==> config.mk <==
export PLATFORM = sky130hd
export DESIGN_NAME = ysyx_22041461_ifu
export DESIGN_NICKNAME = d
export VERILOG_FILES = /design/src/rtl/ysyx_22041461_pkg.sv /design/src/rtl/ysyx_22041461_ifu.sv
export SDC_FILE = /design/constraint.sdc
export NUM_CORES = 1
export LEC_CHECK = 0
export BUFFER_PORTS_ARGS = -buffer_cell sky130_fd_sc_hd__buf_2
export CAP_MARGIN = 20
export CORE_MARGIN = 2
export CORE_UTILIZATION = 25
export CTS_CLUSTER_DIAMETER = 50
export DETAILED_ROUTE_END_ITERATION = 6
export GPL_ROUTABILITY_DRIVEN = 0
export PLACE_DENSITY = 0.52
export SYNTH_ARGS = -nofsm -noshare
export SYNTH_HDL_FRONTEND = slang
export SYNTH_SLANG_ARGS = --single-unit
==> constraint.sdc <==
create_clock -name clk -period 2 [get_ports clk]
set_clock_uncertainty 0.15 [all_clocks]
set_input_delay 0 -clock clk [delete_from_list [all_inputs] [get_ports clk]]
set_output_delay 0 -clock clk [all_outputs]
set_load 0.01 [all_outputs]
==> src/rtl/ysyx_22041461_pkg.sv <==
// Shared types and widths for the ysyx_22041461 instruction fetch unit.
// The FSM walks IDLE -> REQ -> WAIT -> RESP with a single fetch outstanding.
package ysyx_22041461_pkg;

  localparam int ADDR_W = 64;
  localparam int DATA_W = 64;
  localparam int INST_W = 32;

  typedef enum logic [1:0] {
    IDLE = 2'd0,
    REQ  = 2'd1,
    WAIT = 2'd2,
    RESP = 2'd3
  } ifu_state_t;

endpackage

==> src/rtl/ysyx_22041461_ifu.sv <==
// Instruction fetch unit: accepts a pc, performs one 64-bit bus read, picks the
// 32-bit word by pc[2] and hands it to decode; flush kills any in-flight fetch.
module ysyx_22041461_ifu #(
  parameter int ADDR_W = ysyx_22041461_pkg::ADDR_W,
  parameter int DATA_W = ysyx_22041461_pkg::DATA_W,
  parameter int INST_W = ysyx_22041461_pkg::INST_W
) (
  input  logic              clk,
  input  logic              rst,
  input  logic [ADDR_W-1:0] pc_i,
  input  logic              pc_valid,
  output logic              pc_ready,
  input  logic              flush,
  output logic              mem_req,
  output logic [ADDR_W-1:0] mem_addr,
  input  logic              mem_gnt,
  input  logic              mem_rvalid,
  input  logic [DATA_W-1:0] mem_rdata,
  input  logic              mem_rerr,
  output logic              inst_valid,
  input  logic              inst_ready,
  output logic [INST_W-1:0] inst,
  output logic [ADDR_W-1:0] inst_pc,
  output logic              inst_misal,
  output logic              inst_afault
);

  import ysyx_22041461_pkg::*;

  ifu_state_t        state_q;
  logic              kill_q;
  logic              mem_req_q;
  logic [ADDR_W-1:0] mem_addr_q;
  logic              inst_valid_q;
  logic [INST_W-1:0] inst_q;
  logic [ADDR_W-1:0] inst_pc_q;
  logic              inst_misal_q;
  logic              inst_afault_q;
  logic [INST_W-1:0] rdata_word;

  // kill_q only lives in REQ/WAIT, so gating on IDLE already covers it; kept explicit
  assign pc_ready = rst && (state_q == IDLE) && !kill_q && !flush;

  assign rdata_word = inst_pc_q[2] ? mem_rdata[2*INST_W-1:INST_W] : mem_rdata[INST_W-1:0];

  always_ff @(posedge clk or negedge rst) begin
    if (!rst) begin
      state_q       <= IDLE;
      kill_q        <= 1'b0;
      mem_req_q     <= 1'b0;
      mem_addr_q    <= '0;
      inst_valid_q  <= 1'b0;
      inst_q        <= '0;
      inst_pc_q     <= '0;
      inst_misal_q  <= 1'b0;
      inst_afault_q <= 1'b0;
    end else begin
      case (state_q)
        IDLE: begin
          if (pc_valid && pc_ready) begin
            inst_pc_q <= pc_i;
            if (pc_i[1:0] != 2'b00) begin
              state_q       <= RESP;
              inst_valid_q  <= 1'b1;
              inst_misal_q  <= 1'b1;
              inst_afault_q <= 1'b0;
              inst_q        <= '0;
            end else begin
              state_q    <= REQ;
              mem_req_q  <= 1'b1;
              mem_addr_q <= {pc_i[ADDR_W-1:3], 3'b000};
            end
          end
        end
        // A request already on the bus cannot be retracted; a flush only marks it for discard
        REQ: begin
          if (flush) begin
            kill_q <= 1'b1;
          end
          if (mem_gnt) begin
            mem_req_q <= 1'b0;
            state_q   <= WAIT;
          end
        end
        WAIT: begin
          if (mem_rvalid) begin
            if (kill_q || flush) begin
              state_q <= IDLE;
              kill_q  <= 1'b0;
            end else begin
              state_q       <= RESP;
              inst_valid_q  <= 1'b1;
              inst_q        <= rdata_word;
              inst_misal_q  <= 1'b0;
              inst_afault_q <= mem_rerr;
            end
          end else if (flush) begin
            kill_q <= 1'b1;
          end
        end
        RESP: begin
          if (flush || inst_ready) begin
            state_q       <= IDLE;
            inst_valid_q  <= 1'b0;
            inst_misal_q  <= 1'b0;
            inst_afault_q <= 1'b0;
          end
        end
        default: state_q <= IDLE;
      endcase
    end
  end

  assign mem_req     = mem_req_q;
  assign mem_addr    = mem_addr_q;
  assign inst_valid  = inst_valid_q;
  assign inst        = inst_q;
  assign inst_pc     = inst_pc_q;
  assign inst_misal  = inst_misal_q;
  assign inst_afault = inst_afault_q;

endmodule

## Word-level counts from Yosys, hierarchy flattened

Index checks and enable logic that the tools add are counted.
Widths: inputs -> output; s select.

| operators by class | value |
|---|---|
| mux-type cells | 35 |
| reduce and logical (&&, ||, !) cells | 21 |
| bitwise gates (word level) | 1 |
| equality and inequality tests | 11 |

Operators with widths:

| operator | count |
|---|---|
| $mux 32 | 5 |
| $pmux 32 s2 | 1 |
| $mux 1 | 17 |
| $mux 2 | 6 |
| $ne 2x2->1 const B | 5 |
| $pmux 1 s3 | 3 |
| $pmux 2 s4 | 1 |
| $reduce_and 4->1 | 2 |
| $reduce_bool 2->1 | 4 |
| $reduce_and 6->1 | 1 |
| $reduce_and 5->1 | 1 |
| $eq 2x2->1 const B | 2 |
| $logic_and 1x1->1 | 4 |
| $ne 2x1->1 const B | 2 |
| $pmux 1 s2 | 2 |
| $reduce_and 2->1 | 2 |
| $ne 3x3->1 const B | 1 |
| $reduce_and 3->1 | 1 |
| $reduce_bool 3->1 | 1 |
| $eq 2x1->1 const B | 1 |
| $logic_not 1->1 | 2 |
| $logic_not 2->1 | 1 |
| $logic_or 1x1->1 | 2 |
| $not 1->1 | 1 |

| word-level totals | value |
|---|---|
| bits of input ports | 136 |
| register bits | 164 |
| word-level logic and storage cells | 77 |
| output and inout port bits | 165 |

## Longest topological paths before layout

Gate-level depths: netlist of run 1.

| logic depth | value |
|---|---|
| depth in word-level cells | 7 |
| mapped depth | 6 |
| mapped depth without buffers | 4 |

## Worst setup path before layout of run 1

OpenSTA, ideal clock, no wires.

| timing path | value |
|---|---|
| path type | register to register |
| start | register state_q[0] |
| end | register inst_q[0], in the netlist inst[0] |
| setup slack | 0.247 ns |
| stages on the path, launching flop included | 6 |
| arrival | 1.473 ns |
| setup time | 0.130 ns |
| path buffers | 2 |
| cells stage by stage | dfrtp_1 or4_1 clkbuf_1 o31a_4 buf_6 o2bb2ai_1 |

| between the ends | value |
|---|---|
| word-level cells in the longest chain between the ends | 7 |

RTL lines:

| element | RTL line | source |
|---|---|---|
| from (decl) | ysyx_22041461_ifu.sv:30 | `ifu_state_t state_q;` |
| from (signal assigned) | ysyx_22041461_ifu.sv:48 | `state_q <= IDLE;` |
| from (signal assigned) | ysyx_22041461_ifu.sv:63 | `state_q <= RESP;` |
| from (signal assigned) | ysyx_22041461_ifu.sv:69 | `state_q <= REQ;` |
| $logic_not 2->1 | ysyx_22041461_ifu.sv:42, ysyx_22041461_ifu.sv:58 |  |
| $logic_and 1x1->1 (3 in a row) | ysyx_22041461_ifu.sv:42 | `assign pc_ready = rst && (state_q == IDLE) && !kill_q && !flush;` |
| $logic_and 1x1->1 | ysyx_22041461_ifu.sv:60 | `if (pc_valid && pc_ready) begin` |
| $ne 2x1->1 (no line) | - |  |
| $reduce_and 5->1 (no line) | - |  |
| to (signal assigned) | ysyx_22041461_ifu.sv:93 | `inst_q <= rdata_word;` |
| to (decl) | ysyx_22041461_ifu.sv:35 | `logic [INST_W-1:0] inst_q;` |

Several ways; a longest one is shown, not always the timed one.
A chain may end at the register's enable or synchronous reset.

## Worst setup path after layout of run 1

| timing path | value |
|---|---|
| start | register state_q[1] |
| end | register inst_q[5], in the netlist inst[5] |

Same word-level chain as after synthesis.

==> results by group, run 1 <==
Run status
  • Failing checks: DRC
  • Status: complete, but fails checks

Clocking
  • CTS resizes: 0
  • Num CTS Buffers: 17
  • CTS tree: done
  • CTS H-Tree Depth: 4
  • Reg clk slew, reported paths: ~70 ps
  • Worst skew pair latency: between 400 and 500 ps
  • Clk sinks: ~160
  • Clock Root Buffer: clkbuf_16
  • CTS Buffer Depth: 2

Detailed routing
  • WL/cell: ~16 µm
  • ANT nets after route: 0
  • Initial DRT Pass Iterations: 7
  • DR iter-0 viols: around 240
  • Vias/cell: ~4.3
  • Vias: around 5200
  • Final wirelength: 18800 µm
  • DRC: 20

Power and ir drop
  • Internal power: between 9 and 10 mW
  • Worst VDD drop: approximately 560 µV
  • Power density cells: 1330 mW/mm²
  • Clock Power Share: around 23%
  • Sequential power share: 41.4%
  • Sw Share: around 33%
  • Combinational power share: 35.8%
  • Leakage: 5.32 nW
  • Psw: approximately 4.6 mW

Placement
  • Placed cells: 1045
  • PortBufs: between 200 and 300
  • Hpwl dp: 12100 µm

STA
  • Final worst path period need: approximately 1900 ps
  • Final TNS setup: 0 ps
  • Max Slew Vio Count: 0
  • Achievable frequency: approximately 0.53 GHz
  • Final hold violation count: 0
  • RSZ-0062 raised after global routing: false
  • Setup violations, final: 0
  • Worst-Margin Slew: ~920 ps
  • Tcrit/Tclk final: between 90% and 100%
  • Slew headroom: about two fifths

Yosys
  • Synth Cell Area: 0.00666 mm²
  • Post-synth EDFFs: 0
  • Mapped Cells: around 430
  • Yosys warns: 0
  • Post-synthesis async set-or-reset flop share: 100%
  • Post-synth top flop: dfrtp_1
  • Register area share after synthesis: 61.6%
  • Distinct cells, synth: 35
  • Dominant cell by count in the synthesized netlist: dfrtp_1
  • FF+latch count, synth: about 160
  • Post-synth top area cell: dfrtp_1
  • Synth top area cells: dfrtp_1, mux2_2, mux2i_1
  • Synth top cells by count: dfrtp_1, mux2_2, mux2i_1
  • Syn Area/Cell: approximately 16 µm²
  • Share of the synthesized area in the top cell type: about 62%

Worst setup path
  • Setup crit start kind: register
  • Worst-path maximum fanout: 33
  • CP Capture Type: register
  • Critical Path RT: approximately 2100 ps
  • CP arrival: about 2000 ps
  • Critical path type: register to register

Cells and area
  • Share of layout cells above drive strength 1: 52.8%
  • Final #Nets: 1000
  • Layout overhead on the synthesized area: 56.5%
  • Non-filler cells, final: around 1200

Global routing
  • Largest net degree at the start of global routing: between 100 and 150
  • GR Util met2: a little under a quarter
  • M1 GR Usage: ~16%
  • Vias in the first global route: roughly 5700
  • Met3 GRT Util: between 4 and 5%
  • Global route overflow: 0
  • First-pass GRT wire length: ~30000 µm
  • GRT Total Usage: approximately 13%
  • Most used routing layer: met2
  • Initial antenna violation count: 1

Hold path
  • Min-Delay Path Class: primary input to async pin

Job
  • Max-cap viol count: 0

Die
  • Die Ht: 167 µm
  • Boundary pin count: between 300 and 400
  • Die footprint: 0.0280 mm²
  • Initial Util: roughly 26%
  • Die Wd: approximately 170 µm
  • Rows: 59
  • Core Region: roughly 0.026 mm²
-- area by class of cell --
type	count	area (µm²)
timing repair buffer	444	3000
clock buffer	21	470
sequential	164	4110
multi-input combinational	232	2330
inverter	5	18.8
clock inverter	11	92.6
fill	2501	15700
tap	335	419
antenna	1	2.50
-- state kept, by name (all words and copies together), names as in the netlist --
name and count:
inst 32, inst_afault 1, inst_misal 1, inst_pc 64, inst_valid 1, kill_q 1
mem_addr 61, mem_req 1, state_q 2
-- power groups by stage --
stage               registers, mW  logic (mW)  clock network [mW]
detailed placement           5.76        4.83                   0
CTS                          5.72        5.03                3.31
floorplan                    6.33        1.98                   0
global route                 5.95        5.36                3.43
global placement             5.73        4.79                   0
finish                       5.72        4.95                3.15
-- through the flow --
step / setup WS [ps] / power, mW / hold slack [ps] / utilization (%) / cell area, µm²
after detailed placement: 108 / 10.6 / -49.0 / 32.6 / 8510
after global placement: 132 / 10.5 / -40.4 / 32.6 / 8510
final: 105 / 13.8 / 68.2 / 39.9 / 10400
after CTS: 102 / 14.1 / 90.7 / 39.9 / 10400
after floorplan: 247 / 8.31 / -446 / - / 6670
after global routing: 14.3 / 14.7 / 107 / 39.9 / 10400
-- final timing paths --
kind                             from           end  slack [ps]  depth (start not counted)
min in group clk             pc_i[41]  mem_addr[41]         190                          3
max reg2reg                state_q[1]       inst[5]         110                          4
min reg2reg                  inst[23]      inst[23]         330                          1
min                               rst        kill_q          70                          3
max                        state_q[1]       inst[5]         110                          4
max in group asynchronous         rst  mem_addr[21]        1040                          3
-- worst max-delay path: stages (launching register included) --
cell and delay, ps:
dfrtp_1 450, nor2_2 330, inv_1 120, o31a_4 520, o2bb2ai_1 190
-- per-layer routing --
layer | wire length (µm) | share of wire (%) | vias to the layer above
met3 | 1360 | 7.2 | 21
met1 | 7690 | 41 | 2582
met4 | 388 | 2.1 | 0
li1 | - | - | 2426
met5 | 0 | 0 | -
met2 | 9400 | 50 | 191
-- cell families after synthesis --
family                 after synthesis  synth area share [%]
other                                1                0.0563
buffers and inverters               33                  3.62
DFF                                164                  61.6
AOI/OAI and AO/OA                   52                  6.38
muxes                              160                  26.4
and+or+nand+nor                     17                  1.95
-- placed cells by master (no fill, tap or decap), types with 3 or more instances in the layout --
cell | synthesis | final
mux2i_1 | 34 | 34
mux2_1 | 10 | 10
clkbuf_16 | 0 | 17
inv_1 | 5 | 5
conb_1 | 1 | 3
a21oi_1 | 3 | 3
clkbuf_8 | 0 | 3
o21ai_0 | 6 | 6
o311ai_0 | 3 | 3
o2bb2ai_1 | 32 | 32
dlygate4sd3_1 | 0 | 135
clkinvlp_4 | 0 | 5
mux2_2 | 116 | 116
buf_4 | 5 | 7
buf_12 | 0 | 5
dfrtp_1 | 164 | 163
buf_2 | 1 | 296
inv_6 | 0 | 4
-- what timing repair did --
item,4_1_cts,5_1_grt
setup buffers,0,0
hold buffers,135,0
hold endpoints to repair,328,0
Power figures use the tool's default switching activity.
==> inputs of run 2 (changes only) <==
--- a/config.mk
+++ b/config.mk
@@ -5,6 +5,7 @@
 export SDC_FILE = /design/constraint.sdc
 export NUM_CORES = 1
 export LEC_CHECK = 0
+export ABC_AREA = 0
 export BUFFER_PORTS_ARGS = -buffer_cell sky130_fd_sc_hd__buf_2
 export CAP_MARGIN = 20
 export CORE_MARGIN = 2
@@ -13,6 +14,7 @@
 export DETAILED_ROUTE_END_ITERATION = 6
 export GPL_ROUTABILITY_DRIVEN = 0
 export PLACE_DENSITY = 0.52
+export REMOVE_ABC_BUFFERS = 1
 export SYNTH_ARGS = -nofsm -noshare
 export SYNTH_HDL_FRONTEND = slang
 export SYNTH_SLANG_ARGS = --single-unit
==> run 2 against run 1 <==
The flow still finishes with violations (DRC). Global-route usage barely moved. Sequential cell count did not move. Combinational power rose by 8.7%. Worst hold slack improved by 9.7 ps. Critical path depth did not move. Non-clock buffer count rose by 7. Final area rose by 1.2%. First-iteration DRC count fell by 11%. Via count rose by 0.77%. Final cell count rose by 0.49%. Die area did not move.
==> results by group, run 2 (synthesis gave the netlist of run 1 again) <==
Worst setup path
  • Critical Path RT: approximately 2100 ps
  • Kind of cell adding the most delay to the critical path: compound AO/OA/AOI/OAI gates
  • Worst-path cell chain: nor2_2, inv_1, o31a_4, o2bb2ai_1
  • Worst-path maximum fanout: 33
  • Setup crit start kind: register
  • Critical path buffer and inverter count: 1
  • Critical path type: register to register
  • Critical path's slowest cell: o31a_4
  • CP Capture Type: register
  • CP arrival: 2030 ps
  • CP max stage delay: ~520 ps

Run status
  • Status: complete, but fails checks
  • Failing checks: DRC

Power and ir drop
  • Clock Power Share: between 20% and 30%
  • Worst VDD drop: ~520 µV
  • Combinational power share: 37.1%
  • Sequential power share: about two fifths
  • Psw: 4.66 mW
  • Power density cells: roughly 1400 mW/mm²
  • Pwr Total: 14.5 mW
  • Leakage: around 5.4 nW
  • Internal power: ~9.9 mW
  • Sw Share: around 32%

Die
  • Die footprint: between 0.02 and 0.03 mm²
  • Boundary pin count: between 300 and 400
  • Die Ht: approximately 170 µm
  • Initial Util: 25.5%
  • Rows: 59
  • Die Wd: 167 µm
  • Core Region: approximately 0.026 mm²

Clocking
  • Worst skew pair latency: 410 ps
  • CTS H-Tree Depth: 4
  • Num CTS Buffers: 17
  • Reg clk slew, reported paths: ~70 ps
  • CTS Buffer Depth: 2
  • Clk sinks: approximately 160
  • CTS tree: done
  • Clock Root Buffer: clkbuf_16

STA
  • Final TNS setup: 0 ps
  • RSZ-0062 raised after global routing: false
  • Tcrit/Tclk final: 94.8%
  • Final hold violation count: 0
  • Max Slew Vio Count: 0
  • WHS: ~78 ps
  • Final worst path period need: about 1900 ps
  • Slew headroom: between 30% and 40%
  • Achievable frequency: between 0.5 and 0.6 GHz
  • Setup violations, final: 0
  • Worst-Margin Slew: 983 ps

Placement
  • Placed cells: 1049
  • Hpwl dp: roughly 12000 µm
  • PortBufs: roughly 300

Detailed routing
  • WL/cell: around 15 µm
  • DRC: 25
  • DR iter-0 viols: between 200 and 250
  • ANT nets after route: 0
  • Vias: ~5300
  • Initial DRT Pass Iterations: 7
  • Final wirelength: 18800 µm
  • Vias/cell: 4.32

Cells and area
  • Largest register FFs: 64
  • Layout overhead on the synthesized area: 58.4%
  • Commonest non-fill, non-tap cells in the layout: buf_2, dfrtp_1, dlygate4sd3_1, mux2_2, mux2i_1
  • Most common cell after layout, fill and taps aside: buf_2
  • Non-filler cells, final: roughly 1200
  • Diode count: 0
  • Share of layout cells above drive strength 1: between 50% and 60%
  • Final #Nets: 1007

Global routing
  • Initial antenna violation count: 0
  • First-pass GRT wire length: between 30000 and 40000 µm
  • Global route overflow: 0
  • Vias in the first global route: around 5800
  • Largest net degree at the start of global routing: 77
  • GRT Total Usage: a little over an eighth

Job
  • Max-cap viol count: 0

Hold path
  • Min-Delay Path Class: primary input to async pin
[run 2: cell count changes in the layout (fill, tap and decap cells not counted), sizes merged]
cell / before / now
buf: 309 / 316
diode: 1 / 0
clkinvlp: 5 / 0
inv: 10 / 9
clkbuf: 21 / 23
bufinv: 0 / 3
clkinv: 1 / 2
[run 2: tightest hold or removal path, stage by stage]
cell and delay (ps):
dlygate4sd3_1 550, buf_6 120, buf_4 410
[run 2: routing by layer]
layer | global-route usage, % | up-vias | wire length (µm)
met1 | 15.3 | 2582 | 7540
met2 | 23.5 | 224 | 9250
met5 | 0 | - | 0
met4 | 4.54 | 0 | 379
li1 | - | 2431 | -
met3 | 5.22 | 23 | 1660
[run 2: metrics by stage]
step                      cell area (µm²)  utilization, %  setup slack (ps)
after floorplan                      6450               -              -280
after global placement               8530            32.6               175
after detailed placement             8530            32.6               131
after CTS                           10500            40.3              41.8
after global routing                10600            40.4              16.7
final                               10600            40.4               105
[run 2: worst paths after layout]
path	start	to	slack (ps)	cells past startpoint
max	state_q[1]	inst[18]	100	4
min	rst	state_q[0]	80	3
max reg2reg	state_q[1]	inst[18]	100	4
min reg2reg	inst[16]	inst[16]	330	1
max in group asynchronous	rst	inst_pc[60]	540	4
min in group clk	pc_i[40]	mem_addr[40]	200	3
[run 2: cell type report]
type                    count  area, µm²
clock inverters             9        139
multi-input cells         232       2330
well taps                 335        419
repair buffers            451       3050
inverters                   5       18.8
fillers                  2477      15600
flip-flops and latches    164       4110
clock buffers              23        498
[run 2: timing repair]
action	CTS	global route
gates resized for setup	0	1
hold buffers	135	0
hold endpoints to repair	275	0
setup endpoints to repair	0	8
setup buffers	0	3
[run 2: power groups by stage]
stage / clock [mW] / sequential (mW) / combinational [mW]
floorplan: 0 / 6.48 / 1.78
global placement: 0 / 5.67 / 4.93
detailed placement: 0 / 5.70 / 4.96
CTS: 3.67 / 5.65 / 5.30
global route: 3.82 / 5.81 / 5.81
finish: 3.55 / 5.59 / 5.38
